<file path="src/rtl/mips_prog_loader.sv">
// Byte-stream program loader for the pipelined MIPS core.
// Assembles framed big-endian words into instruction memory, then releases the core.
module mips_prog_loader #(
    parameter int ADDR_W    = 10,
    parameter int BASE_ADDR = 0
) (
    input  logic              clk1,
    input  logic              rst,
    input  logic              in_valid,
    input  logic [7:0]        in_data,
    output logic              in_ready,
    output logic              mem_we,
    output logic [ADDR_W-1:0] mem_addr,
    output logic [31:0]       mem_wdata,
    output logic              cpu_halt,
    output logic              cpu_start,
    output logic              done,
    output logic              err
);

    typedef enum logic [2:0] {
        S_IDLE, S_COUNT, S_DATA, S_CSUM, S_START, S_ERROR
    } state_t;

    // Largest word count that still fits between BASE_ADDR and the top of memory.
    localparam logic [63:0]       LIMIT = (64'd1 << ADDR_W) - 64'(BASE_ADDR);
    localparam logic [ADDR_W-1:0] BASE  = ADDR_W'(BASE_ADDR);

    state_t            state_q, state_d;
    logic [7:0]        n_q, n_d;
    logic [7:0]        idx_q, idx_d;
    logic [1:0]        bcnt_q, bcnt_d;
    logic [23:0]       asm_q, asm_d;
    logic [7:0]        xor_q, xor_d;
    logic              we_q, we_d;
    logic [ADDR_W-1:0] addr_q, addr_d;
    logic [31:0]       wdata_q, wdata_d;
    logic              halt_q, halt_d;
    logic              done_q, done_d;
    logic              err_q, err_d;

    logic xfer;
    logic hdr;
    logic cnt_ok;
    logic last_byte;
    logic last_word;
    logic csum_ok;

    assign xfer      = in_valid & in_ready;
    assign hdr       = (in_data == 8'hA5);
    assign cnt_ok    = (in_data != 8'd0) && ({56'd0, in_data} <= LIMIT);
    assign last_byte = (bcnt_q == 2'd3);
    assign last_word = ((idx_q + 8'd1) == n_q);
    assign csum_ok   = (in_data == xor_q);

    // State register.
    always_ff @(posedge clk1 or posedge rst) begin
        if (rst) begin
            state_q <= S_IDLE;
        end else begin
            state_q <= state_d;
        end
    end

    // Frame parser: advance on accepted bytes, START always lasts one cycle.
    always_comb begin
        state_d = state_q;
        unique case (state_q)
            S_IDLE:  if (xfer && hdr) state_d = S_COUNT;
            S_COUNT: if (xfer) state_d = cnt_ok ? S_DATA : S_ERROR;
            S_DATA:  if (xfer && last_byte && last_word) state_d = S_CSUM;
            S_CSUM:  if (xfer) state_d = csum_ok ? S_START : S_ERROR;
            S_START: state_d = S_IDLE;
            S_ERROR: if (xfer && hdr) state_d = S_COUNT;
            default: state_d = S_IDLE;
        endcase
    end

    // Handshake and start pulse decoded straight from the state.
    always_comb begin
        in_ready  = (state_q != S_START);
        cpu_start = (state_q == S_START);
    end

    // Datapath and status flags next-state.
    always_comb begin
        n_d     = n_q;
        idx_d   = idx_q;
        bcnt_d  = bcnt_q;
        asm_d   = asm_q;
        xor_d   = xor_q;
        we_d    = 1'b0;
        addr_d  = addr_q;
        wdata_d = wdata_q;
        halt_d  = halt_q;
        done_d  = done_q;
        err_d   = err_q;
        unique case (state_q)
            S_IDLE, S_ERROR: begin
                if (xfer && hdr) begin
                    halt_d = 1'b1;
                    done_d = 1'b0;
                    err_d  = 1'b0;
                end
            end
            S_COUNT: begin
                if (xfer) begin
                    n_d    = in_data;
                    idx_d  = 8'd0;
                    bcnt_d = 2'd0;
                    xor_d  = 8'd0;
                    if (!cnt_ok) err_d = 1'b1;
                end
            end
            S_DATA: begin
                if (xfer) begin
                    asm_d  = {asm_q[15:0], in_data};
                    xor_d  = xor_q ^ in_data;
                    bcnt_d = bcnt_q + 2'd1;
                    if (last_byte) begin
                        we_d    = 1'b1;
                        addr_d  = BASE + ADDR_W'(idx_q);
                        wdata_d = {asm_q, in_data};
                        idx_d   = idx_q + 8'd1;
                    end
                end
            end
            S_CSUM: begin
                if (xfer && !csum_ok) err_d = 1'b1;
            end
            S_START: begin
                done_d = 1'b1;
                halt_d = 1'b0;
            end
            default: ;
        endcase
    end

    // Datapath and status registers.
    always_ff @(posedge clk1 or posedge rst) begin
        if (rst) begin
            n_q     <= 8'd0;
            idx_q   <= 8'd0;
            bcnt_q  <= 2'd0;
            asm_q   <= 24'd0;
            xor_q   <= 8'd0;
            we_q    <= 1'b0;
            addr_q  <= BASE;
            wdata_q <= 32'd0;
            halt_q  <= 1'b1;
            done_q  <= 1'b0;
            err_q   <= 1'b0;
        end else begin
            n_q     <= n_d;
            idx_q   <= idx_d;
            bcnt_q  <= bcnt_d;
            asm_q   <= asm_d;
            xor_q   <= xor_d;
            we_q    <= we_d;
            addr_q  <= addr_d;
            wdata_q <= wdata_d;
            halt_q  <= halt_d;
            done_q  <= done_d;
            err_q   <= err_d;
        end
    end

    assign mem_we    = we_q;
    assign mem_addr  = addr_q;
    assign mem_wdata = wdata_q;
    assign cpu_halt  = halt_q;
    assign done      = done_q;
    assign err       = err_q;

endmodule

</file>
<file path="config.mk">
export PLATFORM = sky130hd
export DESIGN_NAME = mips_prog_loader
export DESIGN_NICKNAME = d
export VERILOG_FILES = /design/src/rtl/mips_prog_loader.sv
export SDC_FILE = /design/constraint.sdc
export NUM_CORES = 1
export LEC_CHECK = 0
export CORE_MARGIN = 4
export CORE_UTILIZATION = 40
export CTS_CLUSTER_DIAMETER = 100
export DETAILED_ROUTE_END_ITERATION = 6
export DONT_BUFFER_PORTS = 1
export PLACE_DENSITY_LB_ADDON = 0.15
export SLEW_MARGIN = 15
export SYNTH_ARGS = -nofsm -noshare
export SYNTH_HDL_FRONTEND = slang
export SYNTH_SLANG_ARGS = --single-unit
</file>
<file path="constraint.sdc">
create_clock -name clk1 -period 3.1 [get_ports clk1]
set_clock_uncertainty 0.1 [all_clocks]
set_input_delay 0.465 -clock clk1 [delete_from_list [all_inputs] [get_ports clk1]]
set_output_delay 0.465 -clock clk1 [all_outputs]
set_load 0.01 [all_outputs]
</file>
==> impl_metrics.yaml <==
run_status:
  status: "finished clean"
floorplan:
  ios: 59
  start_util: 0.4126
  dieHeight_um: 111.7
  die_x_um: 111.7
  dieArea_um2: 12470
  rows: 37
  core-area_um2: 10420
final_layout:
  syn_to_final_growth_pct: 7.511
  antenna_cells: 0
  layout-drive-gt1-share: 0.1409
  layout_common_cells: "nand2_1, dfrtp_1, o21ai_0"
  finalNetCount: 441
  layout_commonest_cell: "nand2_1"
yosys:
  synth-edff-count: 0
  yosysSeqAreaShare: 0.5651
  ys_top_cells_by_area: "dfrtp_1, nand2_1, mux2_2"
  synth_seq_cells: 97
  syn_inst: 432
  netlist_area_um2: 4298
  async_reset_ff_frac: 1.000
  ys_warn_count: 0
  syn_avg_cell_area_um2: 9.949
  synth_top_cell_by_area: "dfrtp_1"
  yosysUniqueCellTypes: 52
  ys.flop_type: "dfrtp_1"
  yosysTopAreaCellShare: 0.5590
sta:
  final-setup-viol-count: 0
  rsz0062_at_grt: "false"
  fin_setup_tns_ps: 0
  fmax_mhz: 433.2
  slew_viol_final: 0
  min_period_ps: 2309
  post-route-period-util: 0.7447
  fin_ws_ps: 791.3
  tightest_slew_ps: 725.5
  max_slew_margin: 0.5150
  finalHoldViolations: 0
global_route:
  grt_max_degree: 58
  grt_pass1_vias: 3054
  grt.total_usage: 0.1577
  use_met1: 0.2249
  antenna_found_initial: 0
  overflow: 0
  grt_util_met3: 0.03750
  busiest_layer: "met2"
  grt_pass1_wl_um: 15990
  grt_use_met2: 0.2318
route:
  drt-vias-per-instance: 5.149
  drt_wl_total_um: 9388
  wl_per_cell_um: 16.50
  via_count: 2930
  drc: 0
  drt_iter0_drc: 161
  drtPass1Iterations: 4
  ant_nets: 0
cts:
  cts_sinks: 97
  clk_pin_slew_ps: 100
  cts_buffers: 9
  root_buffer: "clkbuf_8"
  htreeDepth: 3
  cts_tree: "yes"
  cts_buffer_depth: 2
  clk_latency_ps: 370
setup_path:
  worstPathMaxFanout: 9
  r2r_slack_ps: 790
  reg2reg_depth: 6
  r2r-start: "idx_q[0]$_DFFE_PP0P_"
  start_kind: "register"
  path_class: "register to register"
  cp.required_ps: 3270
  r2r_end: "state_q[0]$_DFFE_PP0P_"
  endpoint_kind: "register"
  cp.arrival_ps: 2480
place:
  gp_congestion: 0.7896
  place_ws_ps: 799.5
  dp_hpwl_um: 6297
  portBuffers: 0
power:
  p_total_mw: 4.088
  p_per_area_nw_per_um2: 884.7
  leakage_nw: 2.282
  peakVddDrop_v: 0.0003768
min_path:
  hold_class: "input pin to register"
  hold_depth: 2
  hold_end: "asm_q[6]$_DFFE_PP0P_"
  hold_start: "in_data[6]"
flow_run:
  maxCapViolCount: 0
==> critical path, stage by stage, from the launching register on <==
cell       delay (ps)
dfrtp_1           480
ha_1              360
xor2_1            150
or4_4             480
nor4_2            240
o2111ai_1         140
a311oi_1          270
==> registers in the layout, indices dropped and copies added (netlist names) <==
| name | flops |
|---|---|
| xor_q | 8 |
| mem_addr | 8 |
| idx_q | 8 |
| n_q | 8 |
| bcnt_q | 2 |
| cpu_halt | 1 |
| state_q | 3 |
| mem_wdata | 32 |
| mem_we | 1 |
| asm_q | 24 |
| err | 1 |
| done | 1 |
==> layout make-up <==
cell class / count / area [um2]
Multi-Input combinational cell: 307 / 1719
Clock inverter: 6 / 72.57
Sequential cell: 97 / 2429
Timing Repair Buffer: 7 / 67.56
Inverter: 6 / 25.02
Fill cell: 1032 / 5796
Tap cell: 136 / 170.2
Clock buffer: 10 / 137.6
==> what timing repair did <==
item | in CTS | in global routing
hold endpoints to repair | 39 | 0
gates resized for setup | 0 | 0
buffers inserted | 0 | 0
hold buffers | 1 | 0
endpoints found under the setup margin | 0 | 0
==> cell families (layout without fill, tap and decap cells) <==
family          count (synthesis)  after routing  synth area share
simple gates                  199            199            0.1991
compound gates                 57             57           0.08298
other cells                     1              2         0.0008725
flops                          97             97            0.5651
buf+inv                        29             29           0.03581
mux                            26             26           0.06754
fa+ha+maj                       2              2          0.005821
xor+xnor                       21             21           0.04280
==> power breakdown <==
| group | internal [mW] | total, mW | switching, mW |
|---|---|---|---|
| sequential | 1.72 | 2.20 | 0.480 |
| combinational | 0.464 | 1.01 | 0.547 |
| clock | 0.406 | 0.881 | 0.475 |
| total | 2.59 | 4.09 | 1.50 |
==> per-layer routing <==
metal / up-vias / wire length (um) / part of all wire
met5: - / 0 / 0
met4: 0 / 186 / 0.020
met3: 16 / 522 / 0.056
met2: 58 / 4085 / 0.44
met1: 1431 / 4595 / 0.49
li1: 1425 / - / -
==> through the flow <==
stage	hold WS (ps)	std cells	instance area (um2)	utilization
finish	113.8	569	4621	0.4436
global route	121.2	569	4621	0.4436
CTS	103.6	569	4621	0.4436
detailed placement	325.4	552	4400	0.4225
global placement	322.3	552	4400	0.4225
floorplan	338.6	433	4302	-
==> worst max path at each step <==
stage | start | endpoint | slack [ps] | depth (start not counted)
after global placement | idx_q[0]$_DFFE_PP0P_ | state_q[0]$_DFFE_PP0P_ | 840 | 6
after CTS | idx_q[0]$_DFFE_PP0P_ | state_q[0]$_DFFE_PP0P_ | 780 | 6
final | idx_q[0]$_DFFE_PP0P_ | state_q[0]$_DFFE_PP0P_ | 790 | 6
after global routing | state_q[2]$_DFFE_PP0P_ | xor_q[6]$_DFFE_PP0P_ | 630 | 5
after floorplan | rst | asm_q[0]$_DFFE_PP0P_ | 3 | 1
after detailed placement | idx_q[0]$_DFFE_PP0P_ | state_q[0]$_DFFE_PP0P_ | 800 | 6
==> cell usage after synthesis (2+ instances only) <==
cell,instances
and4_1,3
and2_1,3
nor2_1,14
inv_2,2
inv_1,4
a21o_2,2
buf_2,6
clkbuf_1,9
nand2b_1,2
mux2i_1,2
o21ai_0,30
o2111ai_1,2
mux2_2,24
nand3_1,5
buf_4,4
a21oi_1,4
xnor2_1,8
buf_6,3
a31oi_1,3
o31ai_1,4
nor4_1,3
xor2_1,13
dfrtp_1,96
ha_1,2
nand2_1,157
No activity file was read; power rests on OpenSTA's default activity.
